===== config.mk =====
export PLATFORM = sky130hd
export DESIGN_NAME = otter_bus_decoder_flat
export DESIGN_NICKNAME = d
export VERILOG_FILES = /design/src/rtl/otter_bus_decoder_if.sv /design/src/rtl/otter_bus_decoder.sv /design/src/flat_wrapper.sv
export SDC_FILE = /design/constraint.sdc
export NUM_CORES = 1
export LEC_CHECK = 0
export ABC_AREA = 1
export BUFFER_PORTS_ARGS = -buffer_cell sky130_fd_sc_hd__clkbuf_2
export CAP_MARGIN = 20
export CORE_AREA = 2 2 120 122
export CTS_BUF_LIST = sky130_fd_sc_hd__clkbuf_16
export DETAILED_ROUTE_END_ITERATION = 12
export DIE_AREA = 0 0 122 124
export HOLD_SLACK_MARGIN = 0.08
export MAX_ROUTING_LAYER = met4
export PLACE_DENSITY_LB_ADDON = 0.05
export SETUP_SLACK_MARGIN = 0.1
export SLEW_MARGIN = 20
export SYNTH_ARGS = -nofsm -noshare
export SYNTH_HDL_FRONTEND = slang
export SYNTH_SLANG_ARGS = --single-unit

===== constraint.sdc =====
create_clock -name clk -period 2.2 [get_ports clk]
set_clock_uncertainty 0.2 [all_clocks]
set_input_delay 0.44 -clock clk [delete_from_list [all_inputs] [get_ports clk]]
set_output_delay 0.44 -clock clk [all_outputs]
set_load 0.01 [all_outputs]

===== src/rtl/otter_bus_decoder_if.sv =====
// Primary-side bus of the OTTER decoder: request from the load/store unit,
// one-cycle ack with read data and error flag.
interface otter_bus_decoder_if #(
   parameter int unsigned AW = 32,
   parameter int unsigned DW = 32
);
   logic          p_rd;
   logic          p_wr;
   logic [1:0]    p_size;
   logic [AW-1:0] p_addr;
   logic [DW-1:0] p_wdata;
   logic [DW-1:0] p_rdata;
   logic          p_ack;
   logic          p_error;

   modport master (
      output p_rd, p_wr, p_size, p_addr, p_wdata,
      input  p_rdata, p_ack, p_error
   );

   modport slave (
      input  p_rd, p_wr, p_size, p_addr, p_wdata,
      output p_rdata, p_ack, p_error
   );
endinterface


===== src/rtl/otter_bus_decoder.sv =====
// Address decoder fanning one primary port out to N_SEC secondaries, with ack
// handshake, wait states, access timeout and illegal-access error responses.
module otter_bus_decoder #(
   parameter int unsigned           AW      = 32,
   parameter int unsigned           DW      = 32,
   parameter int unsigned           N_SEC   = 4,
   parameter logic [N_SEC*AW-1:0]   BASE    = '0,
   parameter logic [N_SEC*AW-1:0]   MASK    = '0,
   parameter int unsigned           TIMEOUT = 16
) (
   input  logic                clk,
   input  logic                rst_n,
   otter_bus_decoder_if.slave  p_bus,
   output logic [N_SEC-1:0]    s_rd,
   output logic [N_SEC-1:0]    s_wr,
   output logic [1:0]          s_size,
   output logic [AW-1:0]       s_addr,
   output logic [DW-1:0]       s_wdata,
   input  logic [N_SEC*DW-1:0] s_rdata,
   input  logic [N_SEC-1:0]    s_ack,
   input  logic [N_SEC-1:0]    s_error
);

   localparam int unsigned IW = (N_SEC > 1) ? $clog2(N_SEC) : 1;
   localparam int unsigned CW = $clog2(TIMEOUT);

   typedef enum logic [1:0] {StIdle, StAccess, StResp} state_e;

   state_e            state_q, state_d;
   logic [AW-1:0]     addr_q, addr_d;
   logic [1:0]        size_q, size_d;
   logic [DW-1:0]     wdata_q, wdata_d;
   logic              rd_q, rd_d;
   logic [IW-1:0]     idx_q, idx_d;
   logic [CW-1:0]     cnt_q, cnt_d;
   logic [DW-1:0]     rdata_q, rdata_d;
   logic              error_q, error_d;
   logic [N_SEC-1:0]  s_rd_q, s_rd_d;
   logic [N_SEC-1:0]  s_wr_q, s_wr_d;

   logic              hit;
   logic [IW-1:0]     hit_idx;
   logic              illegal;
   logic [DW-1:0]     sel_rdata;

   // Scan from the top so the lowest matching channel is the one left standing.
   always_comb begin
      hit     = 1'b0;
      hit_idx = '0;
      for (int i = int'(N_SEC) - 1; i >= 0; i--) begin
         if ((p_bus.p_addr & MASK[i*AW +: AW]) == BASE[i*AW +: AW]) begin
            hit     = 1'b1;
            hit_idx = IW'(i);
         end
      end
   end

   always_comb begin
      illegal = (p_bus.p_rd && p_bus.p_wr) || (p_bus.p_size == 2'd3) || !hit ||
                (p_bus.p_size == 2'd1 && p_bus.p_addr[0]) ||
                (p_bus.p_size == 2'd2 && p_bus.p_addr[1:0] != 2'b00);
   end

   assign sel_rdata = s_rdata[idx_q*DW +: DW];

   always_comb begin
      state_d = state_q;
      addr_d  = addr_q;
      size_d  = size_q;
      wdata_d = wdata_q;
      rd_d    = rd_q;
      idx_d   = idx_q;
      cnt_d   = cnt_q;
      rdata_d = rdata_q;
      error_d = error_q;
      s_rd_d  = s_rd_q;
      s_wr_d  = s_wr_q;
      unique case (state_q)
         StIdle: begin
            if (p_bus.p_rd || p_bus.p_wr) begin
               addr_d  = p_bus.p_addr;
               size_d  = p_bus.p_size;
               wdata_d = p_bus.p_wdata;
               rd_d    = p_bus.p_rd;
               idx_d   = hit_idx;
               cnt_d   = '0;
               rdata_d = '0;
               if (illegal) begin
                  error_d = 1'b1;
                  state_d = StResp;
               end else begin
                  error_d = 1'b0;
                  s_rd_d  = '0;
                  s_wr_d  = '0;
                  if (p_bus.p_rd) s_rd_d[hit_idx] = 1'b1;
                  else            s_wr_d[hit_idx] = 1'b1;
                  state_d = StAccess;
               end
            end
         end
         StAccess: begin
            if (s_ack[idx_q]) begin
               rdata_d = rd_q ? sel_rdata : '0;
               error_d = s_error[idx_q];
               s_rd_d  = '0;
               s_wr_d  = '0;
               state_d = StResp;
            end else if (cnt_q == CW'(TIMEOUT - 1)) begin
               rdata_d = '0;
               error_d = 1'b1;
               s_rd_d  = '0;
               s_wr_d  = '0;
               state_d = StResp;
            end else begin
               cnt_d = cnt_q + 1'b1;
            end
         end
         StResp: begin
            // Response registers are cleared so p_rdata/p_error read 0 outside RESP.
            rdata_d = '0;
            error_d = 1'b0;
            state_d = StIdle;
         end
         default: state_d = StIdle;
      endcase
   end

   always_ff @(posedge clk or negedge rst_n) begin
      if (!rst_n) begin
         state_q <= StIdle;
         addr_q  <= '0;
         size_q  <= '0;
         wdata_q <= '0;
         rd_q    <= 1'b0;
         idx_q   <= '0;
         cnt_q   <= '0;
         rdata_q <= '0;
         error_q <= 1'b0;
         s_rd_q  <= '0;
         s_wr_q  <= '0;
      end else begin
         state_q <= state_d;
         addr_q  <= addr_d;
         size_q  <= size_d;
         wdata_q <= wdata_d;
         rd_q    <= rd_d;
         idx_q   <= idx_d;
         cnt_q   <= cnt_d;
         rdata_q <= rdata_d;
         error_q <= error_d;
         s_rd_q  <= s_rd_d;
         s_wr_q  <= s_wr_d;
      end
   end

   assign p_bus.p_ack   = (state_q == StResp);
   assign p_bus.p_rdata = rdata_q;
   assign p_bus.p_error = error_q;
   assign s_rd          = s_rd_q;
   assign s_wr          = s_wr_q;
   assign s_size        = size_q;
   assign s_addr        = addr_q;
   assign s_wdata       = wdata_q;

endmodule


===== src/flat_wrapper.sv =====
// flat-port wrapper written by rule: the top's interface ports become plain ports
module otter_bus_decoder_flat 
#(
   parameter int unsigned           AW      = 32,
   parameter int unsigned           DW      = 32,
   parameter int unsigned           N_SEC   = 4,
   parameter logic [N_SEC*AW-1:0]   BASE    = '0,
   parameter logic [N_SEC*AW-1:0]   MASK    = '0,
   parameter int unsigned           TIMEOUT = 16
)
  (clk, rst_n, s_rd, s_wr, s_size, s_addr, s_wdata, s_rdata, s_ack, s_error, p_bus_p_rd, p_bus_p_wr, p_bus_p_size, p_bus_p_addr, p_bus_p_wdata, p_bus_p_rdata, p_bus_p_ack, p_bus_p_error);
  otter_bus_decoder_if #(.AW(AW), .DW(DW)) p_bus_i ();
  input  logic clk;
  input  logic rst_n;
  output logic [N_SEC-1:0] s_rd;
  output logic [N_SEC-1:0] s_wr;
  output logic [1:0] s_size;
  output logic [AW-1:0] s_addr;
  output logic [DW-1:0] s_wdata;
  input  logic [N_SEC*DW-1:0] s_rdata;
  input  logic [N_SEC-1:0] s_ack;
  input  logic [N_SEC-1:0] s_error;
  input wire logic [$bits(p_bus_i.p_rd)-1:0] p_bus_p_rd;
  input wire logic [$bits(p_bus_i.p_wr)-1:0] p_bus_p_wr;
  input wire logic [$bits(p_bus_i.p_size)-1:0] p_bus_p_size;
  input wire logic [$bits(p_bus_i.p_addr)-1:0] p_bus_p_addr;
  input wire logic [$bits(p_bus_i.p_wdata)-1:0] p_bus_p_wdata;
  output wire logic [$bits(p_bus_i.p_rdata)-1:0] p_bus_p_rdata;
  output wire logic [$bits(p_bus_i.p_ack)-1:0] p_bus_p_ack;
  output wire logic [$bits(p_bus_i.p_error)-1:0] p_bus_p_error;
  assign p_bus_i.p_rd = p_bus_p_rd;
  assign p_bus_i.p_wr = p_bus_p_wr;
  assign p_bus_i.p_size = p_bus_p_size;
  assign p_bus_i.p_addr = p_bus_p_addr;
  assign p_bus_i.p_wdata = p_bus_p_wdata;
  assign p_bus_p_rdata = p_bus_i.p_rdata;
  assign p_bus_p_ack = p_bus_i.p_ack;
  assign p_bus_p_error = p_bus_i.p_error;
  otter_bus_decoder #(.AW(AW), .DW(DW), .N_SEC(N_SEC), .BASE(BASE), .MASK(MASK), .TIMEOUT(TIMEOUT)) u_core (.clk(clk), .rst_n(rst_n), .p_bus(p_bus_i), .s_rd(s_rd), .s_wr(s_wr), .s_size(s_size), .s_addr(s_addr), .s_wdata(s_wdata), .s_rdata(s_rdata), .s_ack(s_ack), .s_error(s_error));
endmodule

==> reports/metrics.yaml, run 1 <==
pwr:
  p_leak_nw: 3.38
  p_per_area_nw_per_um2: 1290
  ir_drop_mv: 0.562
  p_switching_mw: 2.97
  p_sw_frac: 0.389
  pwr-share-seq: 0.399
  fin_total_pwr_mw: 7.65
  comb_power_share: 0.400
  clkPwrFrac: 0.201
  p_int_mw: 4.67
final_layout:
  drive_gt1_frac: 0.323
  n_antenna_cell: 0
  nets: 922
  fillers: 1444
  syn_to_final_growth_pct: 34.2
  instances_no_fill: 896
  fin_util: 0.433
floorplan:
  core_um2: 13700
  fp.dieW_um: 122
  dieArea_um2: 15100
  initial_core_util: 0.322
  ios: 314
  die_y_um: 124
  rows: 43
drt:
  first_iter_violations: 207
  via_per_inst: 4.21
  wl_mm: 11.4
  route.vias.total: 3776
  routed-wl-met2_mm: 5.17
  drcViolationCount: 0
  wl_per_cell_um: 12.8
  wl_met3_um: 729
  final_antenna_net_count: 0
  wl_met1_mm: 5.33
  dr.pass1.iters: 4
  highest_layer: "met4"
worst_setup_path:
  path_class: "reg -> reg"
  path_cells: "inv_1, ha_1, inv_2, a21oi_4, inv_2, buf_12, nand2_1, nand2_1"
  critPathCaptureType: "register"
  critPathSlowestCell: "dfrtp_1"
  required_ns: 2.24
  cpPeakStageDelay_ns: 0.38
  critPathArrivalTime_ns: 1.93
  cp-start-kind: "register"
  worstPathMaxFanout: 46
global_route:
  grt_pass1_vias: 3694
  globalRouteOverflowTotal: 0
  antenna_found_initial: 0
  track_usage: 0.159
  grt_max_degree: 69
  grt_pass1_wl_mm: 18.3
clocking:
  clock_latency_ns: 0.34
  cts_root_buf: "clkbuf_16"
  numCtsBuffers: 9
  clk_pin_slew_worst_paths_ns: 0.07
  ctsResizeCount: 0
  tritoncts: "built"
  clockBufferDepth: 2
  cts.sinks: 108
  htreeDepth: 3
place:
  portBuffers: 205
  dp_hpwl_mm: 8.28
  preCtsSetupSlack_ns: 0.302
  gp_congestion: 0.791
  placedCellCount: 880
logic_synthesis:
  ys_types: 21
  synthCells: 512
  syn_area_per_cell_um2: 8.64
  synth_top_area_cell: "dfrtp_1"
  yosysWarnings: 0
  synth_area_leaders: "dfrtp_1, nand2_1, o21ai_0"
  synth_area_um2: 4420
  yosysTopAreaCellShare: 0.611
  ys_seq_elements: 108
  seq_area_frac_synth: 0.611
status:
  status: "complete, no violations"
timing:
  setup_viol: 0
  post-route-period-util: 0.862
  max_clock_freq_mhz: 527
  setup_ws_ns: 0.303
  period_needed_ns: 1.90
  finalHoldViolCount: 0
  rsz0062_at_grt: "no"
  tns_ns: 0
  slew_viol_final: 0
flow_run:
  max_cap_viol_count: 0
hold_path:
  hold_path_class: "in -> reg"
==> routing by layer <==
layer / vias up / GRT usage
met5: - / -
met4: 0 / 0.0639
met3: 13 / 0.0325
met2: 122 / 0.241
met1: 1687 / 0.209
li1: 1954 / -
==> placed cells by master (no fill, tap or decap) <==
master         instances
o21ai_1               11
nand3_1                9
dfrtp_1              108
o21ai_0               26
nand3_2                1
nor2_1                11
buf_12                 7
dlygate4sd3_1          1
ha_1                   4
buf_4                  2
a21oi_1                1
nor2_2                 1
inv_2                  4
clkbuf_2             204
clkinv_1               1
inv_1                 11
conb_1                 6
bufinv_16              1
clkinv_2               1
nand2_1              294
a21oi_4                1
xor2_1                 1
xnor2_1                1
clkbuf_16              9
==> final timing paths <==
check,startpoint,to,slack [ns],cells past startpoint
max,u_core.state_q[0]$_DFFE_PN0P_,u_core.s_wdata[2]$_DFFE_PN0P_,0.30,8
min,p_bus_p_addr[17],u_core.s_addr[17]$_DFFE_PN0P_,0.09,3
max reg2reg,u_core.state_q[0]$_DFFE_PN0P_,u_core.s_wdata[2]$_DFFE_PN0P_,0.30,8
min reg2reg,u_core.s_addr[12]$_DFFE_PN0P_,u_core.s_addr[12]$_DFFE_PN0P_,0.27,2
max in group asynchronous,rst_n,u_core.p_bus.p_rdata[19]$_DFFE_PN0P_,0.97,3
min in group asynchronous,rst_n,u_core.s_addr[21]$_DFFE_PN0P_,0.28,2
==> critical path: cells and delay by family (launching register included) <==
family                     cells  cell delay (ns)
buffers and inverters          4             0.62
DFF                            1             0.38
adders and majority gates      1             0.27
AOI/OAI and AO/OA              1             0.16
and+or+nand+nor                2             0.13
==> cell usage after synthesis <==
library cell  number
nand3_2            1
a21oi_1            1
inv_1              8
inv_2              4
dfrtp_1          108
buf_2             11
o21ai_0           26
xor2_1             1
buf_6              4
conb_1             1
buf_4              9
nand2_1          294
nand3_1            9
nor2_2             1
clkbuf_1           5
xnor2_1            1
a21oi_4            1
clkbuf_2           1
ha_1               4
nor2_1            11
o21ai_1           11
==> through the flow <==
stage,hold WS (ns),instance area [um^2]
2_1_floorplan,-0.0556,4440
3_5_place_dp,0.0871,5650
5_1_grt,0.0893,5940
4_1_cts,0.0808,5940
3_3_place_gp,0.0904,5650
6_report,0.0927,5940
==> layout make-up <==
type | instances | area [um^2] | share of cell area
tap | 180 | 225 | 0.0379
timing repair buffer | 214 | 1190 | 0.200
clock inverter | 6 | 50.0 | 0.00843
clock buffer | 9 | 225 | 0.0379
inverter | 12 | 45.0 | 0.00759
sequential | 108 | 2700 | 0.455
multi-input combinational | 367 | 1500 | 0.253
==> sequential cells by signal, indices dropped and copies added (netlist names) <==
name	flops
u_core.p_bus.p_rdata	32
u_core.s_addr	32
u_core.s_wdata	32
u_core.cnt_q	4
u_core.s_size	2
u_core.state_q	2
u_core.p_bus.p_error	1
u_core.rd_q	1
u_core.s_rd	1
u_core.s_wr	1
==> power groups by stage <==
stage | clock (mW) | sequential [mW] | combinational (mW)
after CTS | 1.60 | 3.05 | 3.14
after global routing | 1.70 | 3.14 | 3.51
after detailed placement | 0 | 3.08 | 3.13
after floorplan | 0 | 3.38 | 1.58
after global placement | 0 | 3.06 | 3.11
final | 1.54 | 3.05 | 3.06
==> what timing repair did <==
action | 4_1_cts | 5_1_grt
endpoints found under the hold margin | 108 | 0
hold buffers | 1 | 0
buffers inserted | 0 | 0
==> cell families after synthesis <==
family | count (synthesis) | share of synthesized area
buffers and inverters | 42 | 0.0535
AO/OA/AOI/OAI | 39 | 0.0467
other | 1 | 0.000848
XOR/XNOR | 2 | 0.00396
AND/OR/NAND/NOR | 316 | 0.273
flip-flops | 108 | 0.611
adder cells (fa/ha/maj) | 4 | 0.0113
Note: power is estimated with default switching activity, not from simulation.
==> inputs of run 2 (changes only) <==
--- a/config.mk
+++ b/config.mk
@@ -6,7 +6,7 @@
 export NUM_CORES = 1
 export LEC_CHECK = 0
 export ABC_AREA = 1
-export BUFFER_PORTS_ARGS = -buffer_cell sky130_fd_sc_hd__clkbuf_2
+export BUFFER_PORTS_ARGS = -buffer_cell sky130_fd_sc_hd__buf_2
 export CAP_MARGIN = 20
 export CORE_AREA = 2 2 120 122
 export CTS_BUF_LIST = sky130_fd_sc_hd__clkbuf_16
==> reports/metrics.yaml, run 2 (synthesis results as in run 1) <==
worst_setup_path:
  crit_buf_inv: 3
  critPathArrivalTime_ns: 1.87
  cpMostUsedCell: "nand2_1"
  critPathSlowestCell: "dfrtp_1"
  cpPeakStageDelay_ns: 0.37
  path_cells: "inv_1, ha_1, buf_4, nand2_1, nand3_1, nor2_1, inv_1, nand2_1, nand2_1"
  required_ns: 2.23
  rrSetupSlack_ns: 0.36
  crit_family: "simple AND/OR/NAND/NOR gates"
  critPathCaptureType: "register"
  cp-start-kind: "register"
  path_class: "reg -> reg"
  worstPathMaxFanout: 6
timing:
  worst_slew_pin_slew_ns: 0.541
  timing.hold.ws_ns: 0.0976
  slew_viol_final: 0
  max_clock_freq_mhz: 544
  period_needed_ns: 1.84
  post-route-period-util: 0.836
  setup_viol: 0
  rsz0062_at_grt: "no"
  finalHoldViolCount: 0
  relSlewSlack: 0.639
  tns_ns: 0
pwr:
  p_per_area_nw_per_um2: 1290
  ir_drop_mv: 0.684
  p_leak_nw: 3.42
  p_int_mw: 4.79
  p_sw_frac: 0.383
  pwr-share-seq: 0.390
  comb_power_share: 0.396
  clkPwrFrac: 0.214
  fin_total_pwr_mw: 7.76
  p_switching_mw: 2.98
status:
  status: "complete, no violations"
clocking:
  clk_pin_slew_worst_paths_ns: 0.07
  clock_latency_ns: 0.34
  cts.sinks: 108
  clockBufferDepth: 2
  htreeDepth: 3
  tritoncts: "built"
  numCtsBuffers: 9
  cts_root_buf: "clkbuf_16"
  ctsResizeCount: 0
final_layout:
  final_common_cell: "nand2_1"
  layout_common_cells: "nand2_1, buf_2, dfrtp_1"
  n_antenna_cell: 0
  drive_gt1_frac: 0.326
  nets: 928
  syn_to_final_growth_pct: 35.6
global_route:
  grt_pass1_vias: 3645
  grt_max_degree: 67
  globalRouteOverflowTotal: 0
  track_usage: 0.162
  antenna_found_initial: 0
  grt_pass1_wl_mm: 18.5
flow_run:
  max_cap_viol_count: 0
floorplan:
  die_y_um: 124
  initial_core_util: 0.322
  dieArea_um2: 15100
  ios: 314
  core_um2: 13700
  fp.dieW_um: 122
  rows: 43
drt:
  final_antenna_net_count: 0
  wl_mm: 11.8
  drcViolationCount: 0
  route.vias.total: 3858
  dr.pass1.iters: 4
  wl_per_cell_um: 13.1
  via_per_inst: 4.28
  first_iter_violations: 179
hold_path:
  hold_path_class: "in -> reg"
place:
  gp_congestion: 0.777
  dp_hpwl_mm: 8.52
  portBuffers: 205
[run 2: cell types whose count changed in the layout (fill, tap and decap cells not counted), sizes merged]
cell	before	now
inv	15	14
dlygate4sd3	1	3
buf	9	217
bufinv	1	2
clkinv	2	1
clkbuf	213	9
[run 2: path summary, 6_finish.rpt]
kind                                               startpoint                                   to  depth (start not counted)
min in group asynchronous                               rst_n        u_core.s_addr[19]$_DFFE_PN0P_                          2
worst max-delay path            u_core.state_q[1]$_DFFE_PN0P_          u_core.cnt_q[1]$_DFFE_PN0P_                          9
max in group asynchronous                               rst_n  u_core.p_bus.p_rdata[2]$_DFFE_PN0P_                          3
worst max register to register  u_core.state_q[1]$_DFFE_PN0P_          u_core.cnt_q[1]$_DFFE_PN0P_                          9
worst min register to register  u_core.s_addr[22]$_DFFE_PN0P_        u_core.s_addr[22]$_DFFE_PN0P_                          2
worst min-delay path                         p_bus_p_addr[22]        u_core.s_addr[22]$_DFFE_PN0P_                          3
[run 2: per-stage QoR]
stage / cell area, um^2 / setup WS, ns / instances / util
final: 6000 / 0.361 / 901 / 0.437
after global routing: 6000 / 0.158 / 901 / 0.437
after CTS: 6000 / 0.341 / 901 / 0.437
after detailed placement: 5670 / 0.343 / 884 / 0.413
after global placement: 5670 / 0.387 / 884 / 0.413
after floorplan: 4440 / 0.521 / 517 / -
[run 2: cell type report]
type	count	area [um^2]
Clock buffer	9	225
Timing Repair Buffer	220	1220
Clock inverter	5	71.3
Inverter	12	45.0
Multi-Input combinational cell	367	1500
Sequential cell	108	2700
Tap cell	180	225
Fill cell	1427	7720
[run 2: worst register-to-register path, delay by kind of cell, from the launching register on]
kind,cells,cell delay (ns)
buffers and inverters,3,0.38
adder cells (fa/ha/maj),1,0.20
flip-flops,1,0.37
AND/OR/NAND/NOR,5,0.58
[run 2: repair_timing]
action	in CTS	in global routing
endpoints found under the hold margin	35	0
hold buffers	3	0
buffers inserted	0	0
[run 2: per-layer routing]
metal	part of all wire	vias up	global-route usage
li1	-	1970	-
met2	0.45	128	0.241
met1	0.46	1749	0.215
met4	0.014	0	0.0647
met5	0	-	-
met3	0.072	11	0.0348
[run 2: power groups by stage]
stage               sequential, mW  clock, mW  combinational (mW)
floorplan                     3.38          0                1.58
global placement              3.03          0                3.12
detailed placement            3.06          0                3.14
CTS                           3.04       1.73                3.15
global route                  3.12       1.80                3.50
finish                        3.03       1.66                3.07
